File: src/rtl/rds_msg_builder.sv
// RDS group-0A message builder: assembles four 104-bit groups (PI, flags/PTY,
// AF, PS pair), computes the RDS checkwords bit-serially and writes the
// result as 52 bytes into the RDS message RAM.
module rds_msg_builder #(
    parameter int unsigned C_BASE_ADDR = 0
) (
    input  logic        clk,
    input  logic        reset,
    input  logic        start,
    input  logic [15:0] pi,
    input  logic [4:0]  pty,
    input  logic        tp,
    input  logic        ta,
    input  logic        ms,
    input  logic        di,
    input  logic [15:0] af,
    input  logic [63:0] ps,
    output logic [8:0]  wr_addr,
    output logic [7:0]  wr_data,
    output logic        wr_en,
    output logic        busy,
    output logic        done
);

    localparam int unsigned DATA_W    = 16;
    localparam int unsigned CRC_W     = 10;
    localparam int unsigned ADDR_W    = 9;
    localparam int unsigned BYTE_W    = 8;
    localparam int unsigned GRP_BITS  = 104;
    localparam int unsigned BLK_BITS  = DATA_W + CRC_W;
    localparam int unsigned LAST_BYTE = 12;

    // Generator x^10+x^8+x^7+x^5+x^4+x^3+1 without the implicit x^10 term
    localparam logic [CRC_W-1:0] CRC_POLY = 10'h1B9;
    localparam logic [CRC_W-1:0] OFS_A    = 10'h0FC;
    localparam logic [CRC_W-1:0] OFS_B    = 10'h198;
    localparam logic [CRC_W-1:0] OFS_C    = 10'h168;
    localparam logic [CRC_W-1:0] OFS_D    = 10'h1B4;

    typedef enum logic [2:0] {
        IDLE  = 3'd0,
        LATCH = 3'd1,
        BLK   = 3'd2,
        CRC   = 3'd3,
        WRITE = 3'd4,
        FIN   = 3'd5
    } state_t;

    state_t state_q, state_d;

    // Snapshot of the message inputs taken once per build
    logic [15:0] pi_q;
    logic [4:0]  pty_q;
    logic        tp_q, ta_q, ms_q, di_q;
    logic [15:0] af_q;
    logic [63:0] ps_q;

    // Build datapath
    logic [3:0]          bit_cnt_q, bit_cnt_d;
    logic [1:0]          blk_cnt_q, blk_cnt_d;
    logic [1:0]          grp_cnt_q, grp_cnt_d;
    logic [3:0]          byte_cnt_q, byte_cnt_d;
    logic [CRC_W-1:0]    crc_q, crc_d;
    logic [GRP_BITS-1:0] grp_sr_q, grp_sr_d;
    logic [ADDR_W-1:0]   ptr_q, ptr_d;

    // Registered output next values
    logic [ADDR_W-1:0] wr_addr_d;
    logic [BYTE_W-1:0] wr_data_d;
    logic              wr_en_d;
    logic              busy_d;
    logic              done_d;

    // Block helpers
    logic [DATA_W-1:0] blk_word;
    logic [CRC_W-1:0]  blk_ofs;
    logic              crc_fb;
    logic [CRC_W-1:0]  crc_step;

    // Select the 16-bit data word and offset word of the current block
    always_comb begin
        blk_word = pi_q;
        blk_ofs  = OFS_A;
        case (blk_cnt_q)
            2'd0: begin
                blk_word = pi_q;
                blk_ofs  = OFS_A;
            end
            2'd1: begin
                blk_word = {4'b0000, 1'b0, tp_q, pty_q, ta_q, ms_q, di_q, grp_cnt_q};
                blk_ofs  = OFS_B;
            end
            2'd2: begin
                blk_word = af_q;
                blk_ofs  = OFS_C;
            end
            default: begin
                case (grp_cnt_q)
                    2'd0:    blk_word = ps_q[63:48];
                    2'd1:    blk_word = ps_q[47:32];
                    2'd2:    blk_word = ps_q[31:16];
                    default: blk_word = ps_q[15:0];
                endcase
                blk_ofs = OFS_D;
            end
        endcase
    end

    // One step of the serial checkword divider, MSB-first
    always_comb begin
        crc_fb   = blk_word[4'd15 - bit_cnt_q] ^ crc_q[CRC_W-1];
        crc_step = {crc_q[CRC_W-2:0], 1'b0} ^ (crc_fb ? CRC_POLY : '0);
    end

    // State register
    always_ff @(posedge clk) begin
        if (reset) begin
            state_q <= IDLE;
        end else begin
            state_q <= state_d;
        end
    end

    // Next-state, datapath and output next values
    always_comb begin
        state_d    = state_q;
        bit_cnt_d  = bit_cnt_q;
        blk_cnt_d  = blk_cnt_q;
        grp_cnt_d  = grp_cnt_q;
        byte_cnt_d = byte_cnt_q;
        crc_d      = crc_q;
        grp_sr_d   = grp_sr_q;
        ptr_d      = ptr_q;
        wr_addr_d  = wr_addr;
        wr_data_d  = wr_data;
        wr_en_d    = 1'b0;
        busy_d     = 1'b0;
        done_d     = 1'b0;

        case (state_q)
            IDLE: begin
                if (start) begin
                    state_d = LATCH;
                end
            end
            LATCH: begin
                bit_cnt_d  = '0;
                blk_cnt_d  = '0;
                grp_cnt_d  = '0;
                byte_cnt_d = '0;
                crc_d      = '0;
                ptr_d      = ADDR_W'(C_BASE_ADDR);
                state_d    = BLK;
            end
            BLK: begin
                bit_cnt_d = '0;
                crc_d     = '0;
                state_d   = CRC;
            end
            CRC: begin
                crc_d = crc_step;
                if (bit_cnt_q == 4'd15) begin
                    // Append data word and checkword to the group stream
                    grp_sr_d  = {grp_sr_q[GRP_BITS-BLK_BITS-1:0], blk_word, crc_step ^ blk_ofs};
                    bit_cnt_d = '0;
                    if (blk_cnt_q == 2'd3) begin
                        blk_cnt_d  = '0;
                        byte_cnt_d = '0;
                        state_d    = WRITE;
                    end else begin
                        blk_cnt_d = blk_cnt_q + 2'd1;
                        state_d   = BLK;
                    end
                end else begin
                    bit_cnt_d = bit_cnt_q + 4'd1;
                end
            end
            WRITE: begin
                if (byte_cnt_q == 4'(LAST_BYTE)) begin
                    byte_cnt_d = '0;
                    if (grp_cnt_q == 2'd3) begin
                        state_d = FIN;
                    end else begin
                        grp_cnt_d = grp_cnt_q + 2'd1;
                        state_d   = BLK;
                    end
                end else begin
                    byte_cnt_d = byte_cnt_q + 4'd1;
                end
            end
            FIN: begin
                state_d = IDLE;
            end
            default: begin
                state_d = IDLE;
            end
        endcase

        // Every cycle spent in WRITE emits the leading byte of the stream
        if (state_d == WRITE) begin
            wr_en_d   = 1'b1;
            wr_data_d = grp_sr_d[GRP_BITS-1 -: BYTE_W];
            wr_addr_d = ptr_q;
            ptr_d     = ptr_q + 9'd1;
            grp_sr_d  = {grp_sr_d[GRP_BITS-BYTE_W-1:0], 8'h00};
        end

        busy_d = (state_d == BLK) || (state_d == CRC) || (state_d == WRITE);
        done_d = (state_d == FIN);
    end

    // Datapath and output registers
    always_ff @(posedge clk) begin
        if (reset) begin
            bit_cnt_q  <= '0;
            blk_cnt_q  <= '0;
            grp_cnt_q  <= '0;
            byte_cnt_q <= '0;
            crc_q      <= '0;
            grp_sr_q   <= '0;
            ptr_q      <= '0;
            wr_addr    <= '0;
            wr_data    <= '0;
            wr_en      <= 1'b0;
            busy       <= 1'b0;
            done       <= 1'b0;
        end else begin
            bit_cnt_q  <= bit_cnt_d;
            blk_cnt_q  <= blk_cnt_d;
            grp_cnt_q  <= grp_cnt_d;
            byte_cnt_q <= byte_cnt_d;
            crc_q      <= crc_d;
            grp_sr_q   <= grp_sr_d;
            ptr_q      <= ptr_d;
            wr_addr    <= wr_addr_d;
            wr_data    <= wr_data_d;
            wr_en      <= wr_en_d;
            busy       <= busy_d;
            done       <= done_d;
        end
    end

    // Input snapshot, taken only in LATCH so later input changes are ignored
    always_ff @(posedge clk) begin
        if (reset) begin
            pi_q  <= '0;
            pty_q <= '0;
            tp_q  <= 1'b0;
            ta_q  <= 1'b0;
            ms_q  <= 1'b0;
            di_q  <= 1'b0;
            af_q  <= '0;
            ps_q  <= '0;
        end else if (state_q == LATCH) begin
            pi_q  <= pi;
            pty_q <= pty;
            tp_q  <= tp;
            ta_q  <= ta;
            ms_q  <= ms;
            di_q  <= di;
            af_q  <= af;
            ps_q  <= ps;
        end
    end

endmodule

File: config.mk
export PLATFORM = sky130hd
export DESIGN_NAME = rds_msg_builder
export DESIGN_NICKNAME = d
export VERILOG_FILES = /design/src/rtl/rds_msg_builder.sv
export SDC_FILE = /design/constraint.sdc
export NUM_CORES = 1
export LEC_CHECK = 0
export CAP_MARGIN = 20
export CORE_MARGIN = 2
export CORE_UTILIZATION = 35
export CTS_CLUSTER_SIZE = 25
export DETAILED_ROUTE_END_ITERATION = 8
export DONT_BUFFER_PORTS = 1
export PLACE_DENSITY = 0.49
export SLEW_MARGIN = 20
export SYNTH_ARGS = -nofsm -noshare
export SYNTH_HDL_FRONTEND = slang
export SYNTH_SLANG_ARGS = --single-unit
File: constraint.sdc
create_clock -name clk -period 7.82 [get_ports clk]
set_clock_uncertainty 0.2 [all_clocks]
set_input_delay 1.564 -clock clk [delete_from_list [all_inputs] [get_ports clk]]
set_output_delay 1.564 -clock clk [all_outputs]
set_load 0.02 [all_outputs]
==> results.py <==
metrics = {
    "critical_path": {
        "worst_ep_arrival_time_ns": 4.38,
        "slowest_stage": "or2_4",
        "cp_common_cell": "and3_1",
        "critical_path_class": "flip-flop to flip-flop",
        "critPathMaxStageDelay_ns": 0.69,
        "critPathCaptureType": "flip-flop",
        "cp_max_fo": 111,
        "crit_required_ns": 8.06,
        "cp_num_buf_inv": 2,
        "cp-start-kind": "flip-flop",
        "worstPathCellList": "ha_1 > and3_1 > and2_2 > buf_6 > a2bb2oi_1 > or2_4 > buf_4 > nand2_1 > and3_1 > a311oi_1",
        "path_delay_family": "simple AND/OR/NAND/NOR gates",
    },
    "global_route": {
        "grt_max_degree": 233,
        "grt_pass1_vias": 9610,
        "overflow": 0,
        "grt_use_total": 0.184,
        "grt_pass1_wl_um": 54000,
        "antenna_found_initial": 0,
    },
    "sta": {
        "setup_tns_ns": 0,
        "maxSlewHeadroom": 0.337,
        "period_share": 0.530,
        "worst_pin_slew_ns": 0.995,
        "setup_violations": 0,
        "drv_slew": 0,
        "rsz0062_at_grt": "false",
        "fmax_mhz": 241,
        "min_period_ns": 4.14,
        "fin_ws_ns": 3.68,
        "hold_viol": 0,
    },
    "logic_synthesis": {
        "synth_cell_types": 69,
        "yosysMostFrequentCell": "nand2_1",
        "synth_top_cell_by_area": "dfxtp_1",
        "postSynthAreaPerCell_um2": 7.76,
        "synth_area_leaders": "dfxtp_1, nand2_1, a21oi_1",
        "synthMuxAreaShare": 0.0249,
        "ys_async_sr_fraction": 0,
        "synth_compound_area_frac": 0.198,
        "synthXorXnorAreaFrac": 0.0189,
        "synth_area_um2": 12100,
        "synth.top_cell.area_share": 0.435,
        "synth_commonest_cells": "nand2_1, dfxtp_1, a21oi_1",
        "ys_seq_area_frac": 0.435,
        "synthSimpleGateAreaFrac": 0.257,
        "ys_ff_latch": 263,
        "postSynthCellCount": 1562,
        "syn-num-nets": 1686,
        "synthAdderAreaFrac": 0.0165,
        "synth-edff-count": 0,
        "synth_top_family_by_area": "simple AND/OR/NAND/NOR gates",
        "synth-main-ff-cell": "dfxtp_1",
        "synth_warnings": 0,
    },
    "die": {
        "rows": 68,
        "fp.dieW_um": 190,
        "start_util": 0.353,
        "core_um2": 34300,
        "io_pins": 128,
        "dieArea_um2": 36100,
        "die_h_um": 190,
    },
    "detailed_routing": {
        "drtAntennaViolNets": 0,
        "routed_wl_um": 34000,
        "drtIter0Drc": 772,
        "wire_per_inst_um": 17.4,
        "drc": 0,
        "vias": 10387,
        "dr.pass1.iters": 6,
        "via_per_inst": 5.33,
    },
    "cts": {
        "root_buffer": "clkbuf_16",
        "holdBufCountCts": 0,
        "ctsLongestPathBuffers": 3,
        "path_clk_slew_ns": 0.06,
        "clock_sinks": 263,
        "post_cts_buffers": 0,
        "cts_buffers": 31,
        "tritoncts": "yes",
        "ctsResizeCount": 0,
        "clk_latency_ns": 0.56,
        "cts_max_level": 1,
    },
    "power_and_ir_drop": {
        "p_leak_nw": 4.62,
        "ir_worst_vdd_mv": 0.153,
        "power_density_nw_per_um2": 228,
    },
    "cells_and_area": {
        "area_growth_syn_to_layout_pct": 9.82,
        "multi_input_area_um2": 6280,
        "diodes": 0,
        "fillers": 3629,
        "seqCellArea_um2": 5270,
        "drive_gt1_frac": 0.0509,
        "final_nets": 1596,
    },
    "min_path": {
        "hold_class": "flip-flop to flip-flop",
    },
    "outcome": {
        "outcome": "finished clean",
    },
    "placement": {
        "place.detailed.hpwl_um": 21300,
        "gp_congestion": 0.855,
        "port_buffers": 0,
        "post-place-ws_ns": 3.41,
    },
    "run": {
        "drv_cap": 0,
    },
}
-- report_power, final --
part | switching [mW] | internal, mW
registers | 0.0219 | 1.38
clock network | 0.565 | 0.926
logic | 0.0932 | 0.0481
-- cell families after synthesis --
kind of cell | count (synthesis)
buffers and inverters | 147
DFF | 263
xor gates and xnor gates | 23
AOI/OAI and AO/OA | 364
adders and majority gates | 16
muxes | 30
and+or+nand+nor | 719
-- path summary, 6_finish.rpt --
| path | from | to | slack (ns) | depth (start not counted) |
|---|---|---|---|---|
| worst max register to register | bit_cnt_q[0]$_SDFFE_PP0P_ | grp_sr_q[88]$_SDFF_PP0_ | 3.68 | 10 |
| worst min register to register | ps_q[39]$_SDFFE_PP0P_ | ps_q[39]$_SDFFE_PP0P_ | 0.25 | 2 |
| worst max-delay path | bit_cnt_q[0]$_SDFFE_PP0P_ | grp_sr_q[88]$_SDFF_PP0_ | 3.68 | 10 |
| worst min-delay path | ps_q[39]$_SDFFE_PP0P_ | ps_q[39]$_SDFFE_PP0P_ | 0.25 | 2 |
-- through the flow --
stage          hold WS, ns   util  power, mW  instance area [µm²]  instances
2_1_floorplan        0.231      -       1.54                12100       1562
3_3_place_gp         0.241  0.357       1.57                12200       1894
3_5_place_dp         0.244  0.357       1.57                12200       1894
4_1_cts              0.252  0.388       3.07                13300       1948
5_1_grt              0.266  0.388       3.15                13300       1948
6_report             0.253  0.388       3.03                13300       1948
-- sequential cells by signal, indices dropped and copies added, names as in the netlist --
register	flops
af_q	16
bit_cnt_q	4
blk_cnt_q	2
busy	1
byte_cnt_q	4
crc_q	10
di_q	1
done	1
grp_cnt_q	2
grp_sr_q	104
ms_q	1
pi_q	16
ps_q	64
ptr_q	9
pty_q	5
state_q	3
ta_q	1
tp_q	1
wr_addr	9
wr_data	8
wr_en	1
-- placed cells by master (no fill, tap or decap), types with 18 or more instances in the layout --
cell type / synthesis / layout
nand2_1: 463 / 462
dfxtp_1: 263 / 263
a21oi_1: 160 / 160
and3_1: 84 / 84
nor2_1: 83 / 82
a211oi_1: 58 / 58
nand3_1: 41 / 41
a311oi_1: 34 / 34
clkbuf_16: 0 / 31
o21ai_0: 30 / 30
mux2i_1: 29 / 29
xnor2_1: 20 / 20
a22oi_1: 18 / 18
-- worst min-delay path, stage by stage, from the launching register on --
cell	delay (ns)
dfxtp_1	0.30
nand2_1	0.05
a21oi_1	0.05
-- area by class of cell --
| type | count | area share |
|---|---|---|
| clock buffer | 43 | 0.0677 |
| sequential | 263 | 0.396 |
| inverter | 16 | 0.00451 |
| clock inverter | 11 | 0.0118 |
| multi-input combinational | 1152 | 0.472 |
| timing repair buffer | 8 | 0.00574 |
| tap | 455 | 0.0428 |
-- per-layer routing --
layer | vias to the layer above | part of all wire | wire length (µm) | global-route usage
li1 | 5234 | - | - | -
met1 | 4941 | 0.49 | 16800 | 0.267
met2 | 175 | 0.44 | 15100 | 0.286
met3 | 37 | 0.043 | 1450 | 0.0267
met4 | 0 | 0.019 | 634 | 0.0450
met5 | - | 0 | 0 | 0
(Power assumes the default switching activity.)
==> edit 1, RTL diff (config.mk and constraints unchanged) <==
One comparison of `byte_cnt_q` changes from == to >=.
--- a/src/rtl/rds_msg_builder.sv
+++ b/src/rtl/rds_msg_builder.sv
@@ -176,7 +176,7 @@
                 end
             end
             WRITE: begin
-                if (byte_cnt_q == 4'(LAST_BYTE)) begin
+                if (byte_cnt_q >= 4'(LAST_BYTE)) begin
                     byte_cnt_d = '0;
                     if (grp_cnt_q == 2'd3) begin
                         state_d = FIN;
Behaviour: no difference found for any inputs over 10 cycles, from zero or initial values and one cycle with reset high; that may be too few to reach the edited logic, so the function may still have changed.
==> edit 1 against the unedited design <==
Via count decreased by 0.80%. Highest routed layer unchanged. Sequential cell count unchanged. Total power decreased by 2.9%. Critical path type unchanged. Final cell count decreased by 1.7%. Largest cell class unchanged. Routed wire length increased by 0.11%. Worst setup slack got worse by 0.16 ns. First-iteration DRC count increased by 2.6%. Cell area decreased by 1.4%. Synthesized cell count decreased by 2.0%. Synthesized area decreased by 0.53%.
==> edit 1: results <==
export IMPL_status="completed"
export IMPL_regToRegEndpoint="grp_sr_q[64]"
export IMPL_grt_use_met2_pct=28.5
export IMPL_hpwl_um=21800
export IMPL_worst_pin_slew_ns=1.03
export IMPL_multiInputGateArea_mm2=0.00619
export IMPL_hold_end="ps_q[12]"
export IMPL_dpl_worst_slack_ns=3.25
export IMPL_drt_iter0_markers=792
export IMPL_buffer_area_share_pct=0.515
export IMPL_swShare_pct=23.5
export IMPL_fill_cells=3597
export IMPL_grt_util_all_layers_pct=18.6
export IMPL_wl_met1_um=16700
export IMPL_muxShareOfSynthArea_pct=2.60
export IMPL_synthTopCellsByArea="dfxtp_1 (44%), nand2_1 (14%), a21oi_1 (6.9%), a211oi_1 (4.5%), and3_1 (3.9%)"
export IMPL_wl_met2_um=15000
export IMPL_pwr_share_clk_pct=47.6
export IMPL_grt_use_met1_pct=27.2
export IMPL_crit_path_start="grp_cnt_q[0]"
export IMPL_routed_wl_met3_um=1460
export IMPL_synth_adder_area_share_pct=1.45
export IMPL_layout_nets=1566
export IMPL_synth_xor_area_share_pct=1.67
export IMPL_synth_nets=1653
export IMPL_grt_util_met3_pct=2.60
export IMPL_crit_end="grp_sr_q[64]"
export IMPL_r2r_setup_slack_ns=3.52
export IMPL_clk_latency_ns=0.58
export IMPL_gp_congestion=0.828
export IMPL_inverters=10
export IMPL_synth_compound_area_share_pct=20.8
export IMPL_clkbuf_count=50
export IMPL_ys_types=62
export IMPL_grt_max_degree=256
export IMPL_peakVddDrop_mv=0.178
export IMPL_drt_vias_per_instance=5.38
export IMPL_layout_drive_gt1_share_pct=5.59
export IMPL_fin_crit_sh_pct=55.0
export IMPL_grt_pass1_wl_um=54400
export IMPL_dr_pass1_iters=5
export IMPL_arrival_ns=4.55
export IMPL_cp_max_fo=85
export IMPL_clk_share_pct=7.60
export IMPL_r2r_cells=9
export IMPL_seq_cell_count=263
export IMPL_buffers=9
export IMPL_grt_pass1_vias=9706
export IMPL_nMultiInputCombCells=1130
edit 1: cell types whose count changed in the layout (fill, tap and decap cells not counted), sizes merged, moves of 5 or more:
cell    unedited run  this run
nand3             41        15
a211oi            59        73
a21oi            160       167
o21ai             32        24
a311oi            34        40
nand2            463       435
inv               15        10
clkbuf            43        50
nor2              84       101
and3              84        75
edit 1: stage by stage:
stage	total power [mW]	cell area (µm²)	instances	hold WS, ns
final	2.94	13100	1915	0.251
after global routing	3.06	13100	1915	0.268
after CTS	2.98	13100	1915	0.251
after detailed placement	1.58	12100	1860	0.243
after global placement	1.57	12100	1860	0.240
after floorplan	1.55	12100	1531	0.231
edit 1: critical path: stages, from the launching register on:
cell and delay [ns]:
dfxtp_1 0.46, ha_1 0.19, buf_4 0.26, inv_1 0.30, a31oi_1 0.57, o21a_4 0.84, buf_4 0.71, nand2_1 0.14
and3_1 0.19, a311oi_1 0.23
==> edit 2, RTL diff (same settings) <==
Without the edit above. Put one more register stage on the output `wr_data`. The value now appears one clock later. The other outputs are not delayed to match.
--- a/src/rtl/rds_msg_builder.sv
+++ b/src/rtl/rds_msg_builder.sv
@@ -46,6 +46,8 @@
         FIN   = 3'd5
     } state_t;
 
+    logic [7:0] wr_data_s0;
+
     state_t state_q, state_d;
 
     // Snapshot of the message inputs taken once per build
@@ -132,7 +134,7 @@
         grp_sr_d   = grp_sr_q;
         ptr_d      = ptr_q;
         wr_addr_d  = wr_addr;
-        wr_data_d  = wr_data;
+        wr_data_d  = wr_data_s0;
         wr_en_d    = 1'b0;
         busy_d     = 1'b0;
         done_d     = 1'b0;
@@ -220,7 +222,7 @@
             grp_sr_q   <= '0;
             ptr_q      <= '0;
             wr_addr    <= '0;
-            wr_data    <= '0;
+            wr_data_s0 <= '0;
             wr_en      <= 1'b0;
             busy       <= 1'b0;
             done       <= 1'b0;
@@ -233,7 +235,7 @@
             grp_sr_q   <= grp_sr_d;
             ptr_q      <= ptr_d;
             wr_addr    <= wr_addr_d;
-            wr_data    <= wr_data_d;
+            wr_data_s0 <= wr_data_d;
             wr_en      <= wr_en_d;
             busy       <= busy_d;
             done       <= done_d;
@@ -263,5 +265,9 @@
         end
     end
 
+    always_ff @(posedge clk) begin
+        wr_data <= wr_data_s0;
+    end
+
 endmodule
 
Function: no difference found for any inputs over 10 cycles, from zero or initial values and one cycle with reset high; that may be too few to reach the edited logic, so the function may still have changed.
==> edit 2 against the unedited design <==
Cell area fell by 0.61%. Routed wire length rose by 0.61%. Synthesized area down 0.12%. Clock power down 6%. Synthesized cell count is essentially flat. Sequential cell count grew 8. Worst setup slack worse by 0.14 ns. Sequential share of layout area increased by 1.5 points. Total power is 1.5% lower. Critical path type unchanged. Critical endpoint is now grp_sr_q[3]. Largest cell class unchanged. Highest routed layer unchanged.
==> edit 2: results <==
export IMPL_clk_latency_ns=0.56
export IMPL_netlist_top_cells_count="nand2_1 (467), dfxtp_1 (271), a21oi_1 (159)"
export IMPL_cts_buffers=31
export IMPL_htreeDepth=1
export IMPL_regToRegEndpoint="grp_sr_q[3]"
export IMPL_grt_util_met3_pct=3.10
export IMPL_layout_nets=1593
export IMPL_gp_congestion=0.902
export IMPL_grt_util_all_layers_pct=18.4
export IMPL_drt_vias_per_instance=5.31
export IMPL_layout_drive_gt1_share_pct=4.70
export IMPL_synthFlopType="dfxtp_1"
export IMPL_hold_end="wr_data[6]"
export IMPL_grt_max_degree=245
export IMPL_r2r_cells=10
export IMPL_yosysSeqAreaShare_pct=44.8
export IMPL_slew_headroom_pct=30.3
export IMPL_grt_pass1_vias=9811
export IMPL_hpwl_um=21600
export IMPL_drt_iter0_markers=691
export IMPL_min_delay_path_depth=0
export IMPL_grt_use_met1_pct=26.7
export IMPL_synth_nets=1685
export IMPL_status="completed"
export IMPL_io_buffers=0
export IMPL_synthTopCellsByArea="dfxtp_1 (45%), nand2_1 (14%), a21oi_1 (6.6%), a211oi_1 (3.5%), and3_1 (3.5%)"
export IMPL_arrival_ns=4.57
export IMPL_post_cts_setup_buffers=0
export IMPL_leakagePower_nw=4.39
export IMPL_ys_types=50
export IMPL_slowest_stage="a222oi_1"
export IMPL_cts_resized_gates=0
export IMPL_antenna_found_initial=0
export IMPL_avgSynthCellArea_um2=7.75
export IMPL_postPlaceCellArea_mm2=0.0122
export IMPL_rr_startpoint="blk_cnt_q[0]"
export IMPL_dpl_worst_slack_ns=3.42
export IMPL_dpl_cell_count=1890
export IMPL_dr_pass1_iters=6
export IMPL_route_vias_total=10300
export IMPL_r2r_setup_slack_ns=3.53
export IMPL_cp_max_fo=17
export IMPL_largestRegisters="grp_sr_q (104), ps_q (64)"
export IMPL_ys_async_sr_fraction_pct=0
export IMPL_hp_start="wr_data_s0[6]"
export IMPL_hold_path_class="reg -> reg"
export IMPL_peakVddDrop_mv=0.152
export IMPL_tns_ns=0
export IMPL_wl_per_cell_um=17.6
export IMPL_grt_use_met2_pct=28.2
export IMPL_grt_pass1_wl_um=54100
export IMPL_cp_slowest_stage_delay_ns=0.93
## edit 2: cell types whose count changed in the layout (fill, tap and decap cells not counted), sizes merged, moves of 5 or more
cell,delta
dfxtp,+8
and3,-16
a41oi,+5
nand3,-19
a31oi,+7
a22oi,+8
nor3,+5
nor2b,-6
a311oi,+12
nor2,+25
inv,+6
nand3b,-6
## edit 2: worst max-delay path by stage
| stage | from | end | slack, ns | cells past startpoint |
|---|---|---|---|---|
| final | blk_cnt_q[0] | grp_sr_q[3] | 3.53 | 10 |
| after global routing | blk_cnt_q[0] | grp_sr_q[3] | 3.36 | 10 |
| after global placement | start | grp_sr_q[102] | 3.43 | 8 |
| after floorplan | start | grp_sr_q[26] | 4.52 | 8 |
| after CTS | blk_cnt_q[0] | grp_sr_q[3] | 3.63 | 10 |
| after detailed placement | start | grp_sr_q[102] | 3.42 | 8 |
## edit 2: logic make-up (layout without fill, tap and decap cells)
| group | Yosys count | count (layout) | synth area share [%] |
|---|---|---|---|
| AO/OA/AOI/OAI | 368 | 368 | 19.9 |
| multiplexers | 31 | 31 | 2.78 |
| buffers and inverters | 154 | 83 | 5.30 |
| adder cells (fa/ha/maj) | 16 | 16 | 1.65 |
| flip-flops | 271 | 271 | 44.8 |
| XOR/XNOR | 19 | 19 | 1.38 |
| AND/OR/NAND/NOR | 702 | 702 | 24.2 |
## edit 2: routing by layer
layer	part of all wire, %	up-vias
met5	0	-
met4	2.1	0
met3	4.9	43
met2	44	211
met1	49	4850
li1	-	5220
## edit 2: per-stage QoR
stage / hold WS, ns / utilization (%)
floorplan: 0.131 / -
global placement: 0.136 / 35.6
detailed placement: 0.135 / 35.6
CTS: 0.150 / 38.5
global route: 0.153 / 38.6
finish: 0.149 / 38.6
## edit 2: area by class of cell
class                   instances  area [µm²]
flip-flops and latches        271        5430
clock buffers                  47         946
clock inverters                 7        38.8
well taps                     455         569
inverters                      22        82.6
fillers                      3641       21100
repair buffers                  7        88.8
multi-input cells            1136        6070
## edit 2: critical path, delay by kind of cell, from the launching register on
kind            cells  cell delay (ns)
compound gates      6             2.59
flops               1             0.42
buf+inv             1             0.13
xor+xnor            1             0.25
simple gates        1             0.12
fa+ha+maj           1             0.49
## edit 2: power breakdown
group	switching (mW)	leakage [nW]	internal [mW]	total (mW)
clock network	0.578	0.495	0.823	1.40
registers	0.0258	2.19	1.42	1.44
logic	0.0953	1.70	0.0466	0.142
